--- src/rtl/display_scan_driver_pkg.sv ---
// Shared types and helpers for the seven-segment scan driver.
// lzb_mask is only referenced when DISPLAY_LZB_EN is defined.
package display_scan_pkg;

   typedef enum logic {BLANK = 1'b0, SHOW = 1'b1} scan_state_t;

   localparam int NIB_W   = 4;
   localparam int MAX_DIG = 16;

   // Digits are suppressed from the top down until the first nonzero nibble or dp bit.
   // Digit 0 is never suppressed.
   function automatic logic [MAX_DIG-1:0] lzb_mask(
      input logic [MAX_DIG*NIB_W-1:0] digits,
      input logic [MAX_DIG-1:0]       dp,
      input int                       ndig
   );
      logic [MAX_DIG-1:0] mask;
      logic               run;
      mask = '0;
      run  = 1'b1;
      for (int i = MAX_DIG-1; i >= 1; i--) begin
         if (i < ndig) begin
            if (digits[i*NIB_W +: NIB_W] != '0 || dp[i]) run = 1'b0;
            mask[i] = run;
         end
      end
      return mask;
   endfunction

endpackage

--- src/rtl/display_scan_driver_if.sv ---
// Load handshake and display-side signals of the scan driver.
// The master modport is the value source; the slave modport is the driver.
interface display_scan_driver_if #(parameter int NDIG = 4);
   logic              load;
   logic              load_ready;
   logic [NDIG*4-1:0] digits_in;
   logic [NDIG-1:0]   dp_in;
   logic [3:0]        digit_out;
   logic              dp_out;
   logic [NDIG-1:0]   digit_sel;
   logic              blank;
   logic              frame_done;

   modport master (
      output load, digits_in, dp_in,
      input  load_ready, digit_out, dp_out, digit_sel, blank, frame_done
   );

   modport slave (
      input  load, digits_in, dp_in,
      output load_ready, digit_out, dp_out, digit_sel, blank, frame_done
   );
endinterface

--- src/rtl/display_scan_driver_prescaler.sv ---
// Slot prescaler: counts 0..TICKS-1 and wraps, with compares for the
// last cycle of the slot, the cycle before it, and the last guard cycle.
module scan_prescaler #(
   parameter int TICKS = 1000,
   parameter int GUARD = 50
) (
   input  logic clk,
   input  logic rst,
   output logic o_tc,
   output logic o_tc_early,
   output logic o_guard_end
);
   localparam int CW = (TICKS > 1) ? $clog2(TICKS) : 1;

   logic [CW-1:0] r_count;

   always_ff @(posedge clk or posedge rst) begin
      if (rst)       r_count <= '0;
      else if (o_tc) r_count <= '0;
      else           r_count <= r_count + 1'b1;
   end

   assign o_tc        = (r_count == CW'(TICKS - 1));
   assign o_tc_early  = (r_count == CW'(TICKS - 2));
   assign o_guard_end = (r_count == CW'(GUARD - 1));
endmodule

--- src/rtl/display_scan_driver.sv ---
// Time-multiplexed seven-segment scan driver with frame-synchronous value swap.
// Define DISPLAY_LZB_EN to enable leading-zero blanking.
//
// state | meaning
// BLANK | guard interval, digit_sel all-zero, digit_out already set up
// SHOW  | digit idx enabled (unless suppressed) for the rest of the slot
module display_scan_driver
   import display_scan_pkg::*;
#(
   parameter int NDIG            = 4,
   parameter int TICKS_PER_DIGIT = 1000,
   parameter int BLANK_TICKS     = 50
) (
   input  logic                clk,
   input  logic                rst,
   display_scan_driver_if.slave bus
);
   localparam int IW = $clog2(NDIG);

   scan_state_t             r_state;
   logic [IW-1:0]           r_idx;
   logic [NDIG*NIB_W-1:0]   r_active, r_shadow;
   logic [NDIG-1:0]         r_active_dp, r_shadow_dp;
   logic                    r_load_ready;
   logic [NIB_W-1:0]        r_digit_out;
   logic                    r_dp_out;
   logic [NDIG-1:0]         r_digit_sel;
   logic                    r_blank;
   logic                    r_frame_done;

   logic                    w_tc, w_tc_early, w_guard_end;
   logic                    w_last, w_swap, w_take;
   logic [IW-1:0]           w_idx_next;
   logic [NDIG*NIB_W-1:0]   w_next_active;
   logic [NDIG-1:0]         w_next_dp;
   logic [NIB_W-1:0]        w_next_nib;
   logic                    w_next_dp_bit;
   logic [NDIG-1:0]         w_onehot;
   logic [NDIG-1:0]         w_suppress;

   scan_prescaler #(.TICKS(TICKS_PER_DIGIT), .GUARD(BLANK_TICKS)) u_prescaler (
      .clk         (clk),
      .rst         (rst),
      .o_tc        (w_tc),
      .o_tc_early  (w_tc_early),
      .o_guard_end (w_guard_end)
   );

   assign w_last     = (r_idx == IW'(NDIG - 1));
   assign w_swap     = w_tc && w_last && !r_load_ready;
   assign w_take     = bus.load && r_load_ready;
   assign w_idx_next = w_last ? '0 : r_idx + 1'b1;
   assign w_onehot   = NDIG'(1) << r_idx;

   // The first digit of a new frame must come from the value being swapped in.
   always_comb begin
      w_next_active = w_swap ? r_shadow    : r_active;
      w_next_dp     = w_swap ? r_shadow_dp : r_active_dp;
      w_next_nib    = w_next_active[w_idx_next*NIB_W +: NIB_W];
      w_next_dp_bit = w_next_dp[w_idx_next];
   end

`ifdef DISPLAY_LZB_EN
   logic [MAX_DIG*NIB_W-1:0] w_pad_digits;
   logic [MAX_DIG-1:0]       w_pad_dp;
   logic [MAX_DIG-1:0]       w_mask_full;

   always_comb begin
      w_pad_digits                  = '0;
      w_pad_digits[NDIG*NIB_W-1:0]  = r_active;
      w_pad_dp                      = '0;
      w_pad_dp[NDIG-1:0]            = r_active_dp;
   end

   assign w_mask_full = lzb_mask(w_pad_digits, w_pad_dp, NDIG);
   assign w_suppress  = w_mask_full[NDIG-1:0];
`else
   assign w_suppress = '0;
`endif

   always_ff @(posedge clk or posedge rst) begin
      if (rst) begin
         r_state      <= BLANK;
         r_idx        <= '0;
         r_active     <= '0;
         r_active_dp  <= '0;
         r_shadow     <= '0;
         r_shadow_dp  <= '0;
         r_load_ready <= 1'b1;
         r_digit_out  <= '0;
         r_dp_out     <= 1'b0;
         r_digit_sel  <= '0;
         r_blank      <= 1'b1;
         r_frame_done <= 1'b0;
      end else begin
         r_frame_done <= w_tc_early && w_last;

         if (w_take) begin
            r_shadow     <= bus.digits_in;
            r_shadow_dp  <= bus.dp_in;
            r_load_ready <= 1'b0;
         end
         if (w_swap) begin
            r_active     <= r_shadow;
            r_active_dp  <= r_shadow_dp;
            r_load_ready <= 1'b1;
         end

         case (r_state)
            BLANK: if (w_guard_end) begin
               r_state     <= SHOW;
               r_digit_sel <= w_suppress[r_idx] ? '0 : w_onehot;
               r_blank     <= w_suppress[r_idx];
            end
            SHOW: if (w_tc) begin
               r_state     <= BLANK;
               r_digit_sel <= '0;
               r_blank     <= 1'b1;
            end
         endcase

         if (w_tc) begin
            r_idx       <= w_idx_next;
            r_digit_out <= w_next_nib;
            r_dp_out    <= w_next_dp_bit;
         end
      end
   end

   assign bus.load_ready = r_load_ready;
   assign bus.digit_out  = r_digit_out;
   assign bus.dp_out     = r_dp_out;
   assign bus.digit_sel  = r_digit_sel;
   assign bus.blank      = r_blank;
   assign bus.frame_done = r_frame_done;
endmodule

--- src/flat_wrapper.sv ---
// flat-port wrapper written by rule: the top's interface ports become plain ports
module display_scan_driver_flat import display_scan_pkg::*;
#(
   parameter int NDIG            = 4,
   parameter int TICKS_PER_DIGIT = 1000,
   parameter int BLANK_TICKS     = 50
)
  (clk, rst, bus_load, bus_digits_in, bus_dp_in, bus_load_ready, bus_digit_out, bus_dp_out, bus_digit_sel, bus_blank, bus_frame_done);
  display_scan_driver_if #(.NDIG(NDIG)) bus_i ();
  input  logic clk;
  input  logic rst;
  input wire logic [$bits(bus_i.load)-1:0] bus_load;
  input wire logic [$bits(bus_i.digits_in)-1:0] bus_digits_in;
  input wire logic [$bits(bus_i.dp_in)-1:0] bus_dp_in;
  output wire logic [$bits(bus_i.load_ready)-1:0] bus_load_ready;
  output wire logic [$bits(bus_i.digit_out)-1:0] bus_digit_out;
  output wire logic [$bits(bus_i.dp_out)-1:0] bus_dp_out;
  output wire logic [$bits(bus_i.digit_sel)-1:0] bus_digit_sel;
  output wire logic [$bits(bus_i.blank)-1:0] bus_blank;
  output wire logic [$bits(bus_i.frame_done)-1:0] bus_frame_done;
  assign bus_i.load = bus_load;
  assign bus_i.digits_in = bus_digits_in;
  assign bus_i.dp_in = bus_dp_in;
  assign bus_load_ready = bus_i.load_ready;
  assign bus_digit_out = bus_i.digit_out;
  assign bus_dp_out = bus_i.dp_out;
  assign bus_digit_sel = bus_i.digit_sel;
  assign bus_blank = bus_i.blank;
  assign bus_frame_done = bus_i.frame_done;
  display_scan_driver #(.NDIG(NDIG), .TICKS_PER_DIGIT(TICKS_PER_DIGIT), .BLANK_TICKS(BLANK_TICKS)) u_core (.clk(clk), .rst(rst), .bus(bus_i));
endmodule
--- config.mk ---
export PLATFORM = sky130hd
export DESIGN_NAME = display_scan_driver_flat
export DESIGN_NICKNAME = d
export VERILOG_FILES = /design/src/rtl/display_scan_driver_pkg.sv /design/src/rtl/display_scan_driver_if.sv /design/src/rtl/display_scan_driver_prescaler.sv /design/src/rtl/display_scan_driver.sv /design/src/flat_wrapper.sv
export SDC_FILE = /design/constraint.sdc
export NUM_CORES = 1
export LEC_CHECK = 0
export ABC_AREA = 1
export CORE_MARGIN = 3
export CORE_UTILIZATION = 35
export DETAILED_ROUTE_END_ITERATION = 16
export DONT_BUFFER_PORTS = 1
export GPL_TIMING_DRIVEN = 0
export SYNTH_ARGS = -nofsm -noshare
export SYNTH_HDL_FRONTEND = slang
export SYNTH_SLANG_ARGS = --single-unit
--- constraint.sdc ---
create_clock -name clk -period 2.5 [get_ports clk]
set_input_delay 0.5 -clock clk [delete_from_list [all_inputs] [get_ports clk]]
set_output_delay 0.5 -clock clk [all_outputs]
set_load 0.02 [all_outputs]
### After elaboration in Yosys (flattened, before gate mapping)

Index checks and enable logic that the tools add are counted.

* flip-flop bits (word level): 65
* input port bits: 23
* output and inout port bits: 12

* shift operators: 2
* muxes and demuxes: 20
* bitwise gates (word level): 1
* reduce and logical (&&, ||, !) cells: 7
* add/subtract/negate cells: 2
* magnitude comparators: 2
* equal/unequal tests: 6

Operators with widths (number)
* 10-bit equality test, second input constant: 2
* 16-bit 2-to-1 mux: 1
* 4-bit 2-to-1 mux: 4
* 16-bit by 5-bit indexed part select with 4-bit output: 1
* 10-bit by 1-bit adder with 10-bit output, second input constant: 1
* 10-bit by 6-bit equality test with 1-bit output, second input constant: 1
* 10-bit 2-to-1 mux: 1
* 1-bit 2-to-1 mux: 8
* 4-bit case mux with 2 select lines: 1
* 2-bit by 3-bit less-than comparator with 1-bit output, second input constant: 2
* 1-bit binary-select mux with 2-bit select: 2
* 1-bit logical AND: 4
* 2-bit inequality test, second input constant: 2
* 1-bit case mux with 2 select lines: 2
* 1-bit by 2-bit << shifter with 4-bit output, first input constant: 1
* 2-bit by 1-bit adder with 2-bit output, second input constant: 1
* 2-bit equality test, second input constant: 1
* 2-bit 2-to-1 mux: 1
* 2-bit AND reduction: 1
* 2-bit nonzero test: 1
* 1-bit zero test: 1
* 1-bit inverter: 1

### Longest topological paths before layout

* depth after elaboration: 6
* mapped depth: 12

### Hierarchy

From an unflattened synthesis, not the netlist that was laid out.

* cells, all modules: 316
* area, all modules: 2959.1 um^2

Modules (own cells, without submodules)
* display_scan_driver: cells each 237, instances 1, area each 2361.0 um^2, sequential area each 1378.8 um^2
* scan_prescaler: cells each 79, instances 1, area each 598.1 um^2, sequential area each 250.2 um^2

### Worst setup path before layout

Ideal clock, no wire load.

* path type: register to register
* from: register u_core.u_prescaler.r_count[0]
* to: register u_core.r_digit_out[0] (netlist: u_core.bus.digit_out[0])
* stages on the path, launching flop included: 12
* setup time: 0.117 ns
* setup slack: 0.970 ns
* buffers on the path: 1
* arrival: 1.413 ns
* path through: dfrtp_1 > ha_1 > nand3_2 > nor2_4 > nand2_4 > buf_6 > nand2_1 > nand3_1 > nand3_1 > nand2_1 > nand2_1 > nand2_1

* longest elaborated chain between the ends: 5

Ends and longest elaborated chain
* start: declaration: line display_scan_driver_prescaler.sv:15 `logic [CW-1:0] r_count;`
* start signal: assignment: line display_scan_driver_prescaler.sv:20 `else r_count <= r_count + 1'b1;`
* 10-bit equality test (*): line display_scan_driver_prescaler.sv:23 `assign o_tc = (r_count == CW'(TICKS - 1));`
* 1-bit logical AND (2 in a row): line display_scan_driver.sv:50 `assign w_swap = w_tc && w_last && !r_load_ready;`
* 16-bit 2-to-1 mux: line display_scan_driver.sv:57 `w_next_active = w_swap ? r_shadow : r_active;`
* 16-bit by 5-bit indexed part select with 4-bit output: line display_scan_driver.sv:59 `w_next_nib = w_next_active[w_idx_next*NIB_W +: NIB_W];`
* end signal: assignment: line display_scan_driver.sv:124 `r_digit_out <= w_next_nib;`
* end: declaration: line display_scan_driver.sv:25 `logic [NIB_W-1:0] r_digit_out;`

Mark *: on every way between the ends. The rest lies on a longest branch, timed or not.
A chain may end at the register's enable or synchronous reset.

### Worst setup path after layout

* from: register u_core.r_idx[0]
* to: register u_core.r_digit_out[0] (netlist: u_core.bus.digit_out[0])

* longest elaborated chain between the ends: 5
* elaborated cells on any way between the ends: 7
* classes of those cells: add/sub (1); eq/ne (1); shift (1); mux (2); reduce/logical (2)

Ends and longest elaborated chain
* start: declaration: line display_scan_driver.sv:21 `logic [IW-1:0] r_idx;`
* start signal: assignment: line display_scan_driver.sv:123 `r_idx <= w_idx_next;`
* 2-bit equality test: line display_scan_driver.sv:49 `assign w_last = (r_idx == IW'(NDIG - 1));`
* 1-bit logical AND (2 in a row): line display_scan_driver.sv:50
* 16-bit 2-to-1 mux: line display_scan_driver.sv:57
* 16-bit by 5-bit indexed part select with 4-bit output (*): line display_scan_driver.sv:59

Marks and branches as above.

==> summary.md <==
| Metric | Value |
|---|---|
| Number of flops mapped to enable cells by yosys | `0` |
| Synth async-reset ratio | `100%` |
| Initial antenna violation count | `0` |
| Wire per inst | `~14 um` |
| Worst r2r src | `u_core.r_idx[0]` |
| Root Buffer | `clkbuf_8` |
| Final worst-path cycle share | `roughly 72%` |
| Achievable Freq | `0.554 GHz` |
| Die area | `between 0.009 and 0.01 mm2` |
| Post-CTS Setup Bufs | `0` |
| Fin nets | `340` |
| Largest net degree at the start of global routing | `35` |
| Mapped Nets | `between 300 and 400` |
| Final wirelength | `a little under 6000 um` |
| Total Routing Usage GR | `a little over an eighth` |
| Run status | `finished, final reports clean` |
| Static Leak | `between 1.5 and 2 nW` |
| Synth Flop Type | `dfrtp_1` |
| Ys Warns | `0` |
| Global-route wire length before repair | `a little over 10000 um` |
| Total chip power | `~1.9 mW` |
| Placed cells | `401` |
| Drt via density | `a little under 5` |
| Most numerous cell in the Yosys netlist | `nand2_1` |
| Worst r2r path cells | `11` |
| Gpl congestion | `0.842` |
| Most frequent cells after synthesis | `nand2_1 (74), dfrtp_1 (63), nand3_1 (51)` |
| Endpoints failing setup | `0` |
| Number of global-route vias before repair | `between 2k and 2.5k` |
| CP Capture Type | `flip-flop` |
| H-tree depth | `3` |
| Fin. Hold Viols | `0` |
| Hpwl dp | `around 4300 um` |
| Clk Latency, worst-skew pair | `0.33 ns` |
| Clock Path Buffers | `2` |
| GR Overflow Total | `0` |
| Worst endpoint required time | `2.72 ns` |
| Part of the Yosys area used for sequential elements | `about 55%` |
| Area Growth Syn to Fin | `10.9%` |
| Ant diodes | `0` |
| Distinct cells, synth | `31` |
| Clk_skew | `0.00504 ns` |
| Share of cells above drive strength 1 | `around 19%` |
| Post-synth top area share | `53.4%` |
| Post-cts sizing count | `0` |
| Crit-path max FO | `10` |
| GRT Max-Usage Layer | `met2` |
| Antenna-violating nets left | `0` |
| Vias | `2006` |
| Cell count after synthesis | `298` |
| Area contributors post-synth | `dfrtp_1 (53%), nand2_1 (9.4%), nand3_1 (8.6%)` |
| Met2 GRT Util | `a little over a fifth` |
| Min Hold Slack | `0.156 ns` |
| Rel. slew slack | `a little over half` |
| # DRC | `0` |
| Die Wd | `slightly below 100 um` |
| Core area | `0.00797 mm2` |
| Clk slew on worst S/H paths | `~0.06 ns` |
| Synthesized flop and latch total | `65` |
| TritonCTS Sinks | `65` |
| CTS Hold Bufs | `0` |
| Largest area contributor in the netlist | `dfrtp_1` |
| DRT iter0 DRCs | `83` |
| Ports | `35` |
| Starting density of the core | `between 30 and 40%` |
| Measured slew at the worst slew-check pin | `just under 0.7 ns` |
| DRT Pass-1 Iters | `4` |
| Crit Path Category | `flip-flop to flip-flop` |
| CP arrival | `2.03 ns` |
| Startpoint Class | `flip-flop` |
| PortBufs | `0` |
| Syn avg cell area | `9.91 um2` |
| Crit path time final | `about 1.8 ns` |
| Peak supply drop | `about 0.00036 V` |
| CTS tree | `built` |
| Maxcap violations | `0` |
| Critical path startpoint | `u_core.r_idx[0]` |
| Num CTS Buffers | `9` |
| Grt met1 use | `between 10% and 20%` |
| Chip Height | `97.9 um` |
| Total standard cell area after synthesis | `between 0.002 and 0.003 mm2` |
| Final Max Tran Viols | `0` |
| RSZ-0062 raised after global routing | `no` |
| Worst Hold Class | `primary input to async pin` |
| Post-Layout Cell Count | `between 400 and 500` |
| GR Layer Usage met3 | `5.86%` |
| Pwr dens | `594 mW/mm2` |
| # rows | `32` |
## registers in the layout, indices dropped and copies added (netlist names)
register and cells:
u_core.bus.blank 1, u_core.bus.digit_out 4, u_core.bus.digit_sel 4, u_core.bus.dp_out 1
u_core.bus.frame_done 1, u_core.bus.load_ready 1, u_core.r_active 16, u_core.r_active_dp 4
u_core.r_idx 2, u_core.r_shadow 16, u_core.r_shadow_dp 4, u_core.r_state 1
u_core.u_prescaler.r_count 10
## layout make-up
cell class	instances	area [um2]
multi-input cells	200	1160
clock buffers	13	159
well taps	102	128
clock inverters	3	15.0
plain buffers	10	80.1
inverters	23	86.3
flip-flops and latches	65	1630
fillers	804	4690
repair buffers	1	20.0
## layer usage
| metal | part of all wire, % | up-vias |
|---|---|---|
| met5 | 0 | - |
| met1 | 47 | 966 |
| li1 | - | 999 |
| met2 | 46 | 36 |
| met4 | 0.69 | 0 |
| met3 | 5.6 | 5 |
## cell usage in the layout, fill, tap and decap left out, types with 5 or more instances in the layout
master | synthesis | routed
clkbuf_8 | 1 | 12
dfrtp_1 | 63 | 63
ha_1 | 7 | 7
inv_1 | 20 | 19
mux2_2 | 20 | 20
nand2_1 | 74 | 74
nand2_2 | 5 | 5
nand3_1 | 51 | 51
nor2_1 | 11 | 11
nor3_1 | 5 | 5
o21ai_0 | 6 | 6
## final timing paths
| kind | slack, ns | to |
|---|---|---|
| setup / recovery | 0.70 | u_core.bus.digit_out[0] |
| hold reg to reg | 0.47 | u_core.r_active[12] |
| hold / removal | 0.16 | u_core.r_idx[0] |
| setup reg to reg | 0.70 | u_core.bus.digit_out[0] |
| min in group clk | 0.22 | u_core.bus.load_ready |
| max in group asynchronous | 1.73 | u_core.r_active[7] |
## power by group
part           switching (mW)  internal, mW  total (mW)
clock                   0.367         0.409       0.777
sequential             0.0208          1.09        1.11
combinational          0.0277        0.0299      0.0576
total                   0.416          1.53        1.94
## per-stage QoR
step | setup WS [ns] | setup TNS [ns] | utilization [%] | cell area, um2
final | 0.696 | 0 | 41.1 | 3280
after global routing | 0.514 | 0 | 41.1 | 3280
after CTS | 0.684 | 0 | 41.1 | 3280
after detailed placement | 0.690 | 0 | 38.9 | 3100
after global placement | -0.335 | -20.93 | 38.7 | 3080
after floorplan | 0.377 | 0 | - | 2950
## cells by family (layout without fill, tap and decap cells)
| group | after synthesis | in the layout | synth area share [%] |
|---|---|---|---|
| xor+xnor | 3 | 3 | 0.890 |
| flops | 65 | 65 | 55.1 |
| fa+ha+maj | 7 | 7 | 2.96 |
| simple gates | 158 | 158 | 25.1 |
| mux | 20 | 20 | 7.62 |
| buf+inv | 33 | 50 | 5.63 |
| compound gates | 12 | 12 | 2.63 |
## critical path, stage by stage, from the launching register on
cell and delay (ns):
dfrtp_1 0.40, ha_1 0.19, inv_1 0.10, nor3_4 0.30, nand2_4 0.09, buf_6 0.15
nand2_1 0.07, nand3_1 0.10, nand3_1 0.11, nand2_1 0.07, nand2_1 0.07, nand2_1 0.05
Note: power is estimated with default switching activity, not from simulation.
